--- src/rtl/alu_pkg.sv ---
`default_nettype none
// ============================================================================
//  Module      : alu_pkg
//  Description : Op codes, FSM state encoding and requester indices shared by
//                the ALU arbiter and its round-robin grant logic.
//  Revision    : 1.0 - initial release
// ============================================================================
package alu_pkg;

    localparam logic [3:0] c_op_add  = 4'b0010;
    localparam logic [3:0] c_op_orr  = 4'b0100;
    localparam logic [3:0] c_op_nor  = 4'b0101;
    localparam logic [3:0] c_op_and  = 4'b0110;
    localparam logic [3:0] c_op_cbz  = 4'b0111;
    localparam logic [3:0] c_op_eor  = 4'b1001;
    localparam logic [3:0] c_op_sub  = 4'b1010;
    localparam logic [3:0] c_op_nand = 4'b1100;
    localparam logic [3:0] c_op_mov  = 4'b1101;

    localparam logic [2:0] c_st_idle    = 3'd0;
    localparam logic [2:0] c_st_setup   = 3'd1;
    localparam logic [2:0] c_st_exec    = 3'd2;
    localparam logic [2:0] c_st_capture = 3'd3;
    localparam logic [2:0] c_st_resp    = 3'd4;

    localparam logic c_req_exec   = 1'b0;
    localparam logic c_req_branch = 1'b1;

    function automatic logic op_supported(input logic [3:0] op);
        case (op)
            c_op_add, c_op_orr, c_op_nor, c_op_and, c_op_cbz,
            c_op_eor, c_op_sub, c_op_nand, c_op_mov: return 1'b1;
            default:                                 return 1'b0;
        endcase
    endfunction

endpackage
`default_nettype wire

--- src/rtl/rr_arb2.sv ---
`default_nettype none
// ============================================================================
//  Module      : rr_arb2
//  Description : Two-way round-robin grant; the pointer breaks ties only.
//  Revision    : 1.0 - initial release
// ============================================================================
module rr_arb2
    import alu_pkg::*;
(
    input  logic [1:0] valid,
    input  logic       pointer,
    output logic [1:0] grant
);

    always_comb begin
        grant = 2'b00;
        case (valid)
            2'b01:   grant[c_req_exec]   = 1'b1;
            2'b10:   grant[c_req_branch] = 1'b1;
            2'b11:   grant[pointer]      = 1'b1;
            default: grant = 2'b00;
        endcase
    end

endmodule
`default_nettype wire

--- src/rtl/alu_arbiter.sv ---
`default_nettype none
// ============================================================================
//  Module      : alu_arbiter
//  Description : Shares one ALU between the execute stage and the branch unit,
//                sequencing SETUP/EXEC/CAPTURE and holding the response.
//  Revision    : 1.0 - initial release
// ============================================================================
module alu_arbiter
    import alu_pkg::*;
#(
    parameter int WIDTH = 32
) (
    input  logic             clk,
    input  logic             rst_n,
    input  logic [1:0]       req_valid,
    output logic [1:0]       req_ready,
    input  logic [3:0]       req_op0,
    input  logic [3:0]       req_op1,
    input  logic [WIDTH-1:0] req_a0,
    input  logic [WIDTH-1:0] req_b0,
    input  logic [WIDTH-1:0] req_a1,
    input  logic [WIDTH-1:0] req_b1,
    output logic [1:0]       resp_valid,
    input  logic [1:0]       resp_ready,
    output logic [WIDTH-1:0] resp_data,
    output logic             resp_zero,
    output logic             resp_err,
    output logic [WIDTH-1:0] alu_data1,
    output logic [WIDTH-1:0] alu_data2,
    output logic [3:0]       alu_ctrl,
    output logic             alu_enable,
    input  logic [WIDTH-1:0] alu_result,
    input  logic             alu_zero
);

    logic [2:0]       r_state;
    logic             r_ptr;
    logic             r_owner;
    logic [WIDTH-1:0] r_alu_data1;
    logic [WIDTH-1:0] r_alu_data2;
    logic [3:0]       r_alu_ctrl;
    logic [WIDTH-1:0] r_resp_data;
    logic             r_resp_zero;
    logic             r_resp_err;

    logic [1:0]       w_grant;
    logic [1:0]       w_accept;
    logic             w_accept_idx;
    logic [3:0]       w_op;
    logic [WIDTH-1:0] w_a;
    logic [WIDTH-1:0] w_b;

    rr_arb2 u_rr_arb2 (
        .valid   (req_valid),
        .pointer (r_ptr),
        .grant   (w_grant)
    );

    assign req_ready    = (r_state == c_st_idle) ? w_grant : 2'b00;
    assign w_accept     = req_valid & req_ready;
    assign w_accept_idx = w_accept[c_req_branch];
    assign w_op         = w_accept_idx ? req_op1 : req_op0;
    assign w_a          = w_accept_idx ? req_a1  : req_a0;
    assign w_b          = w_accept_idx ? req_b1  : req_b0;

    // Decoded from state so that an asynchronous reset clears them at once.
    assign alu_enable = (r_state == c_st_exec);
    always_comb begin
        resp_valid = 2'b00;
        if (r_state == c_st_resp) begin
            resp_valid[r_owner] = 1'b1;
        end
    end

    assign alu_data1 = r_alu_data1;
    assign alu_data2 = r_alu_data2;
    assign alu_ctrl  = r_alu_ctrl;
    assign resp_data = r_resp_data;
    assign resp_zero = r_resp_zero;
    assign resp_err  = r_resp_err;

    always_ff @(posedge clk or negedge rst_n) begin
        if (!rst_n) begin
            r_state     <= c_st_idle;
            r_ptr       <= c_req_exec;
            r_owner     <= c_req_exec;
            r_alu_data1 <= '0;
            r_alu_data2 <= '0;
            r_alu_ctrl  <= '0;
            r_resp_data <= '0;
            r_resp_zero <= 1'b0;
            r_resp_err  <= 1'b0;
        end else begin
            case (r_state)
                c_st_idle: begin
                    if (|w_accept) begin
                        r_owner <= w_accept_idx;
                        r_ptr   <= ~w_accept_idx;
                        // ALU drive registers only move for ops that issue,
                        // so they hold their last values across error responses.
                        if (op_supported(w_op)) begin
                            r_alu_data1 <= w_a;
                            r_alu_data2 <= w_b;
                            r_alu_ctrl  <= w_op;
                            r_state     <= c_st_setup;
                        end else begin
                            r_resp_data <= '0;
                            r_resp_zero <= 1'b0;
                            r_resp_err  <= 1'b1;
                            r_state     <= c_st_resp;
                        end
                    end
                end
                c_st_setup: r_state <= c_st_exec;
                c_st_exec:  r_state <= c_st_capture;
                c_st_capture: begin
                    if (r_alu_ctrl == c_op_cbz) begin
                        r_resp_data <= '0;
                        r_resp_zero <= alu_zero;
                    end else begin
                        r_resp_data <= alu_result;
                        r_resp_zero <= 1'b0;
                    end
                    r_resp_err <= 1'b0;
                    r_state    <= c_st_resp;
                end
                c_st_resp: begin
                    if (resp_ready[r_owner]) begin
                        r_state <= c_st_idle;
                    end
                end
                default: r_state <= c_st_idle;
            endcase
        end
    end

endmodule
`default_nettype wire

--- config.mk ---
export PLATFORM = sky130hd
export DESIGN_NAME = alu_arbiter
export DESIGN_NICKNAME = d
export VERILOG_FILES = /design/src/rtl/alu_pkg.sv /design/src/rtl/rr_arb2.sv /design/src/rtl/alu_arbiter.sv
export SDC_FILE = /design/constraint.sdc
export NUM_CORES = 1
export LEC_CHECK = 0
export BUFFER_PORTS_ARGS = -buffer_cell sky130_fd_sc_hd__buf_2
export CAP_MARGIN = 20
export CORE_UTILIZATION = 45
export DETAILED_ROUTE_END_ITERATION = 6
export GPL_TIMING_DRIVEN = 1
export HOLD_SLACK_MARGIN = 0.08
export PLACE_DENSITY = 0.83
export SLEW_MARGIN = 5
export SYNTH_ARGS = -nofsm -noshare
export SYNTH_HDL_FRONTEND = slang
export SYNTH_SLANG_ARGS = --single-unit
--- constraint.sdc ---
create_clock -name clk -period 7.9 [get_ports clk]
set_clock_uncertainty 0.2 [all_clocks]
set_input_delay 0.79 -clock clk [delete_from_list [all_inputs] [get_ports clk]]
set_output_delay 0.79 -clock clk [all_outputs]
set_load 0.02 [all_outputs]
# [Word level (Yosys, flattened, before mapping)]
# Memories as Yosys holds them, arrays and structs flattened.
# Cells that the tools add are included.
[word_totals] register_bits=107 mem_bits_ro=16 in_bits=175 wordCells=66 n_memories=1
[memory_table] name="(name not given)" words=16 width=1 read_ports=1 rd_ports_with_merged_regs=0 wr=0 line_no="alu_pkg.sv:30" source="case (op)"
[classes] n_lt_le_gt_ge=4 n_eq_ne=11 n_mux=30 n_bitwise=2 reduce_logical=9
[op_table] cell="2-to-1 mux 32 bit" n=5
[op_table] cell="one-hot mux 32 bit (2 select lines)" n=1
[op_table] cell="one-hot mux 3 bit (5 select lines)" n=1
[op_table] cell="2-to-1 mux 1 bit" n=11
[op_table] cell="2-to-1 mux 3 bit" n=3
[op_table] cell="one-hot mux 1 bit (2 select lines)" n=4
[op_table] cell="equality test 3 x 2 -> 1 bit, second input constant" n=2
[op_table] cell="AND reduction 3 bit" n=2
[op_table] cell="equality test 2 bit, second input constant" n=2
[op_table] cell="equality test 4 x 3 -> 1 bit, second input constant" n=1
[op_table] cell="< comparator 1 x 2 -> 1 bit, second input constant" n=2
[op_table] cell="2-to-1 mux 2 bit" n=2
[op_table] cell="2-to-1 mux 4 bit" n=1
[op_table] cell="inequality test 2 x 1 -> 1 bit, second input constant" n=2
[op_table] cell="AND reduction 2 bit" n=2
[op_table] cell="equality test 3 x 1 -> 1 bit, second input constant" n=1
[op_table] cell="equality test 3 bit, second input constant" n=1
[op_table] cell="zero test 3 bit" n=1
[op_table] cell="AND 2 bit" n=1
[op_table] cell="demux 1 bit (select 1 bit)" n=2
[op_table] cell="equality test 2 x 1 -> 1 bit, second input constant" n=1
[op_table] cell="greater-or-equal comparator 1 bit, second input constant" n=2
[op_table] cell="logical AND 1 bit" n=2
[op_table] cell="inequality test 2 bit, second input constant" n=1
[op_table] cell="3 further kinds" n=3

# [Longest topological paths before layout]
# An unclocked memory read counts as a cell.
[depth] depth_word=14 ltp_mapped=14 depth_no_buf=10

# [Cells and area by module]
# Synthesis repeated with hierarchy kept, for this count alone.
[unflattened] hier_cells=422 hier_area_um2=4778.3
[modules_own_cells] mod="alu_arbiter" instances=1 cells_each=419 area_each_um2=4759.6 seq_area_each_um2=2677.6
[modules_own_cells] mod="rr_arb2" instances=1 cells_each=3 area_each_um2=18.8 seq_area_each_um2=0.0

# [Least setup slack after synthesis]
# No wires, ideal clock.
[synth_path] kind="in2reg" startpoint="input req_valid[0]" endpoint="register r_alu_data2[0] (netlist: alu_data2[0])" setup_ps=127 t_arrival_ps=3125 t_required_ps=7573 path_slack_ps=4448 cell_stages=10 n_path_buf=3 cell_sequence="nand2b_1 > nand3_4 > clkbuf_1 > mux2i_1 > ha_1 > a211o_1 > a311oi_2 > buf_4 > buf_6 > mux2_1"
[synth_via] elab_chain_cells=9 elab_cells_between_ends=14 cone_classes="3 x eq/ne; 7 x mux; 1 x bitwise; 2 x reduce/logical; 1 x memory"
[synth_lines] element="from (decl)" line_no="alu_arbiter.sv:15" source="input logic [1:0] req_valid,"
[synth_lines] element="equality test 2 bit" line_no="rr_arb2.sv:17" source="case (valid)"
[synth_lines] element="one-hot mux 1 bit (2 select lines)" line_no="rr_arb2.sv:17"
[synth_lines] element="2-to-1 mux 2 bit" line_no="alu_arbiter.sv:59" source="assign req_ready = (r_state == c_st_idle) ? w_grant : 2'b00;"
[synth_lines] element="AND 2 bit (*)" line_no="alu_arbiter.sv:60" source="assign w_accept = req_valid & req_ready;"
[synth_lines] element="2-to-1 mux 4 bit" line_no="alu_arbiter.sv:62" source="assign w_op = w_accept_idx ? req_op1 : req_op0;"
[synth_lines] element="memory (16 x 1 bit)"
[synth_lines] element="2-to-1 mux 1 bit" line_no="alu_arbiter.sv:96" source="if (|w_accept) begin"
[synth_lines] element="2-to-1 mux 1 bit" line_no="alu_arbiter.sv:94" source="case (r_state)"
[synth_lines] element="AND reduction 3 bit (no line)"
[synth_lines] element="to (signal assigned)" line_no="alu_arbiter.sv:103" source="r_alu_data2 <= w_b;"
[synth_lines] element="to (decl)" line_no="alu_arbiter.sv:40" source="logic [WIDTH-1:0] r_alu_data2;"
# Every way passes the cells marked *; elsewhere a longest branch is shown, timed or not. The select of a mux whose other input is x is not followed.
# A chain may end at the register's enable or synchronous reset.

# [Worst setup path after layout]
[layout_path] startpoint="register r_state[0]" endpoint="register r_alu_data2[10] (netlist: alu_data2[10])"
[layout_via] elab_chain_cells=8 elab_cells_between_ends=10 cone_classes="5 x mux; 1 x bitwise; 3 x reduce/logical; 1 x memory"
[layout_lines] element="from (decl)" line_no="alu_arbiter.sv:36" source="logic [2:0] r_state;"
[layout_lines] element="from (signal assigned)" line_no="alu_arbiter.sv:84" source="r_state <= c_st_idle;"
[layout_lines] element="from (signal assigned)" line_no="alu_arbiter.sv:105" source="r_state <= c_st_setup;"
[layout_lines] element="from (signal assigned)" line_no="alu_arbiter.sv:110" source="r_state <= c_st_resp;"
[layout_lines] element="zero test 3 bit" line_no="alu_arbiter.sv:59"
[layout_lines] element="2-to-1 mux 2 bit" line_no="alu_arbiter.sv:59"
[layout_lines] element="AND 2 bit" line_no="alu_arbiter.sv:60"
[layout_lines] element="2-to-1 mux 4 bit" line_no="alu_arbiter.sv:62"
[layout_lines] element="named net w_op[1]" line_no="alu_arbiter.sv:49" source="logic [3:0] w_op;"
[layout_lines] element="memory (16 x 1 bit)"
[layout_lines] element="2-to-1 mux 1 bit" line_no="alu_arbiter.sv:96"
[layout_lines] element="2-to-1 mux 1 bit" line_no="alu_arbiter.sv:94"
[layout_lines] element="AND reduction 3 bit (no line)"
# The timed path passes the listed nets, and every way through them passes these cells. The select of a mux whose other input is x is not followed.

==> impl_metrics.yaml <==
floorplan:
  initial_core_util: 0.461
  coreArea_mm2: 0.0114
  die_h_um: 110
  die-area_mm2: 0.0121
  row_count: 39
  die_w_um: 110
  io_pins: 282
sta:
  tightest_slew_ns: 1.08
  setup_viol: 0
  hold_violations: 0
  fin_ws_ns: 2.26
  timing.fmax_mhz: 177
  final_max_slew_viol_count: 0
  layout_min_cycle_time_ns: 5.64
  whs_ns: 0.256
  fin_tns_setup_ns: 0
  finalCritPeriodShare: 0.714
  relSlewSlack: 0.277
  rsz0062_at_grt: "false"
clock_tree:
  hold_buffers: 0
  cts_root_buf: "clkbuf_16"
  htreeDepth: 3
  cts_setup_buffers: 0
  clockBufferDepth: 2
  insertion_delay_ns: 0.33
  cts_sinks: 107
  cts_buffers: 9
  cts_tree: "built"
  clkTransAtPathRegs_ns: 0.07
  ctsResizeCount: 0
worst_setup_path:
  cp_data_required_time_ns: 7.91
  crit_chain: "nor3_4 -> nand3_4 -> inv_2 -> nand2_1 -> nand2_1 -> ha_1 -> a211o_1 -> a311oi_4 -> buf_4 -> mux2_2"
  slowest_delay_ns: 1.07
  crit_path_top_delay_cell: "inv_2"
  cp_top_family: "buffers and inverters"
  crit_path_frequent_cell: "nand2_1"
  start_kind: "flip-flop"
  setup.worst_path.class: "reg2reg"
  cp.arrival_ns: 5.65
  cp_max_fo: 71
  crit_path_end_kind: "flip-flop"
  cp_num_buf_inv: 2
power_and_ir_drop:
  seqPwrFrac: 0.347
  p_comb_frac: 0.507
  ir_drop_uv: 225
  clkPwrFrac: 0.147
  power.density_mw_per_mm2: 398
  p_total_mw: 2.80
  swShare: 0.432
  p_leak_nw: 3.84
  p_sw_mw: 1.21
  p_int_mw: 1.59
cells_and_area:
  final_common_cell: "buf_2"
  diodes: 0
  syn_to_final_growth_pct: 34.3
  fin_nets: 1000
  drive_above_1_share: 0.417
  final_cell_mix: "buf_2, nand2_1, dfrtp_1"
min_path:
  hold_path.class: "in2async"
global_route:
  grt_pass1_vias: 4462
  grt_start_max_net_pins: 72
  antenna_found_initial: 0
  grt_pass1_wl_um: 20700
  grtUsageTotal: 0.223
  grt_overflow: 0
route:
  drt-initial-drc-count: 196
  drt_pass1_iterations: 5
  drc: 0
  ant_nets: 0
  avgRoutedWirePerCell_um: 13.9
  routed_wl_um: 13400
  routed_via_density: 4.98
  vias: 4836
placed_design:
  port_buffers: 281
  pre_cts_slack_ns: 1.99
  place.gp.congestion: 0.812
  dp_hpwl_um: 10100
run_status:
  status: "finished clean"
synth:
  synth_area_leaders: "dfrtp_1, nand2_1, mux2_2, mux2_1, a22oi_1"
  ys_seq_area_frac: 0.510
  ys.flop_type: "dfrtp_1"
  syn_inst: 559
  ys.warnings.count: 0
  synth_top_cell_by_area: "dfrtp_1"
  syn_nets: 735
  synthArstFlopShare: 1.00
  ys_ff_latch: 107
  yosysTopAreaCellShare: 0.510
  synth.distinct_cells: 39
  syn_avg_cell_area_um2: 9.38
  syn_area_mm2: 0.00525
  synth_edf_count: 0
job:
  max_cap_viol_count: 0
==> layer usage <==
metal	GRT usage	routed length (um)	vias to the layer above
met2	0.383	6560	219
met5	0	0	-
met1	0.273	5660	2217
met3	0.0498	952	24
met4	0.0829	269	0
li1	-	-	2376
==> cell type report <==
type,count,area [um2]
Sequential cell,107,2680
Timing Repair Buffer,286,1490
Clock buffer,11,243
Tap cell,143,179
Inverter,38,143
Fill cell,1027,4330
Multi-Input combinational cell,382,2290
Clock inverter,4,26.3
==> logic make-up (layout without fill, tap and decap cells) <==
logic type / Yosys count / after routing / synth area share
adder cells (fa/ha/maj): 1 / 1 / 0.00239
AND/OR/NAND/NOR: 225 / 225 / 0.172
flip-flops: 107 / 107 / 0.510
XOR/XNOR: 1 / 1 / 0.00167
buffers and inverters: 70 / 339 / 0.0561
AO/OA/AOI/OAI: 84 / 84 / 0.105
multiplexers: 71 / 71 / 0.153
==> metrics by stage <==
stage / utilization / instance area [um2] / instances
final: 0.620 / 7040 / 971
after global routing: 0.620 / 7040 / 971
after CTS: 0.617 / 7020 / 970
after detailed placement: 0.593 / 6750 / 955
after global placement: 0.591 / 6720 / 954
after floorplan: - / 5250 / 559
==> path summary, 6_finish.rpt <==
check                                    from            end  slack, ns  cells past startpoint
max in group asynchronous               rst_n  alu_data2[26]       6.06                      2
worst min-delay path                    rst_n  alu_data1[22]       0.26                      1
worst min register to register  alu_data1[19]  alu_data1[19]       0.28                      1
worst max-delay path               r_state[0]  alu_data2[10]       2.26                     10
worst max register to register     r_state[0]  alu_data2[10]       2.26                     10
min in group clk                alu_data1[19]  alu_data1[19]       0.28                      1
==> state kept, by name, summed over array words and instances (netlist names) <==
signal,flops
alu_data1,32
resp_data,32
r_owner,1
resp_err,1
alu_ctrl,4
r_state,3
alu_data2,32
resp_zero,1
r_ptr,1
==> Yosys cell counts, types with 3 or more instances <==
cell type    n
nor2_1       9
mux2_1      28
clkbuf_1    24
mux2i_1      4
nand2_1    202
a22oi_1     32
a21oi_1      4
buf_6        3
nand3_1      3
mux2_2      37
o21ai_0     34
dfrtp_1    107
buf_2        3
inv_1       37
==> power by group through the flow <==
stage | clock network (mW) | registers, mW | logic (mW)
2_1_floorplan | 0 | 1.26 | 0.643
3_3_place_gp | 0 | 0.970 | 1.36
3_5_place_dp | 0 | 0.976 | 1.42
4_1_cts | 0.421 | 0.970 | 1.42
5_1_grt | 0.444 | 1.00 | 1.56
6_report | 0.411 | 0.971 | 1.42
==> worst reg2reg max path, delay by kind of cell (launching register included) <==
family | cells | cell delay, ns
AND/OR/NAND/NOR | 4 | 1.27
adder cells (fa/ha/maj) | 1 | 0.24
flip-flops | 1 | 0.46
buffers and inverters | 2 | 1.81
multiplexers | 1 | 0.43
AO/OA/AOI/OAI | 2 | 1.11
(Power assumes the default switching activity.)
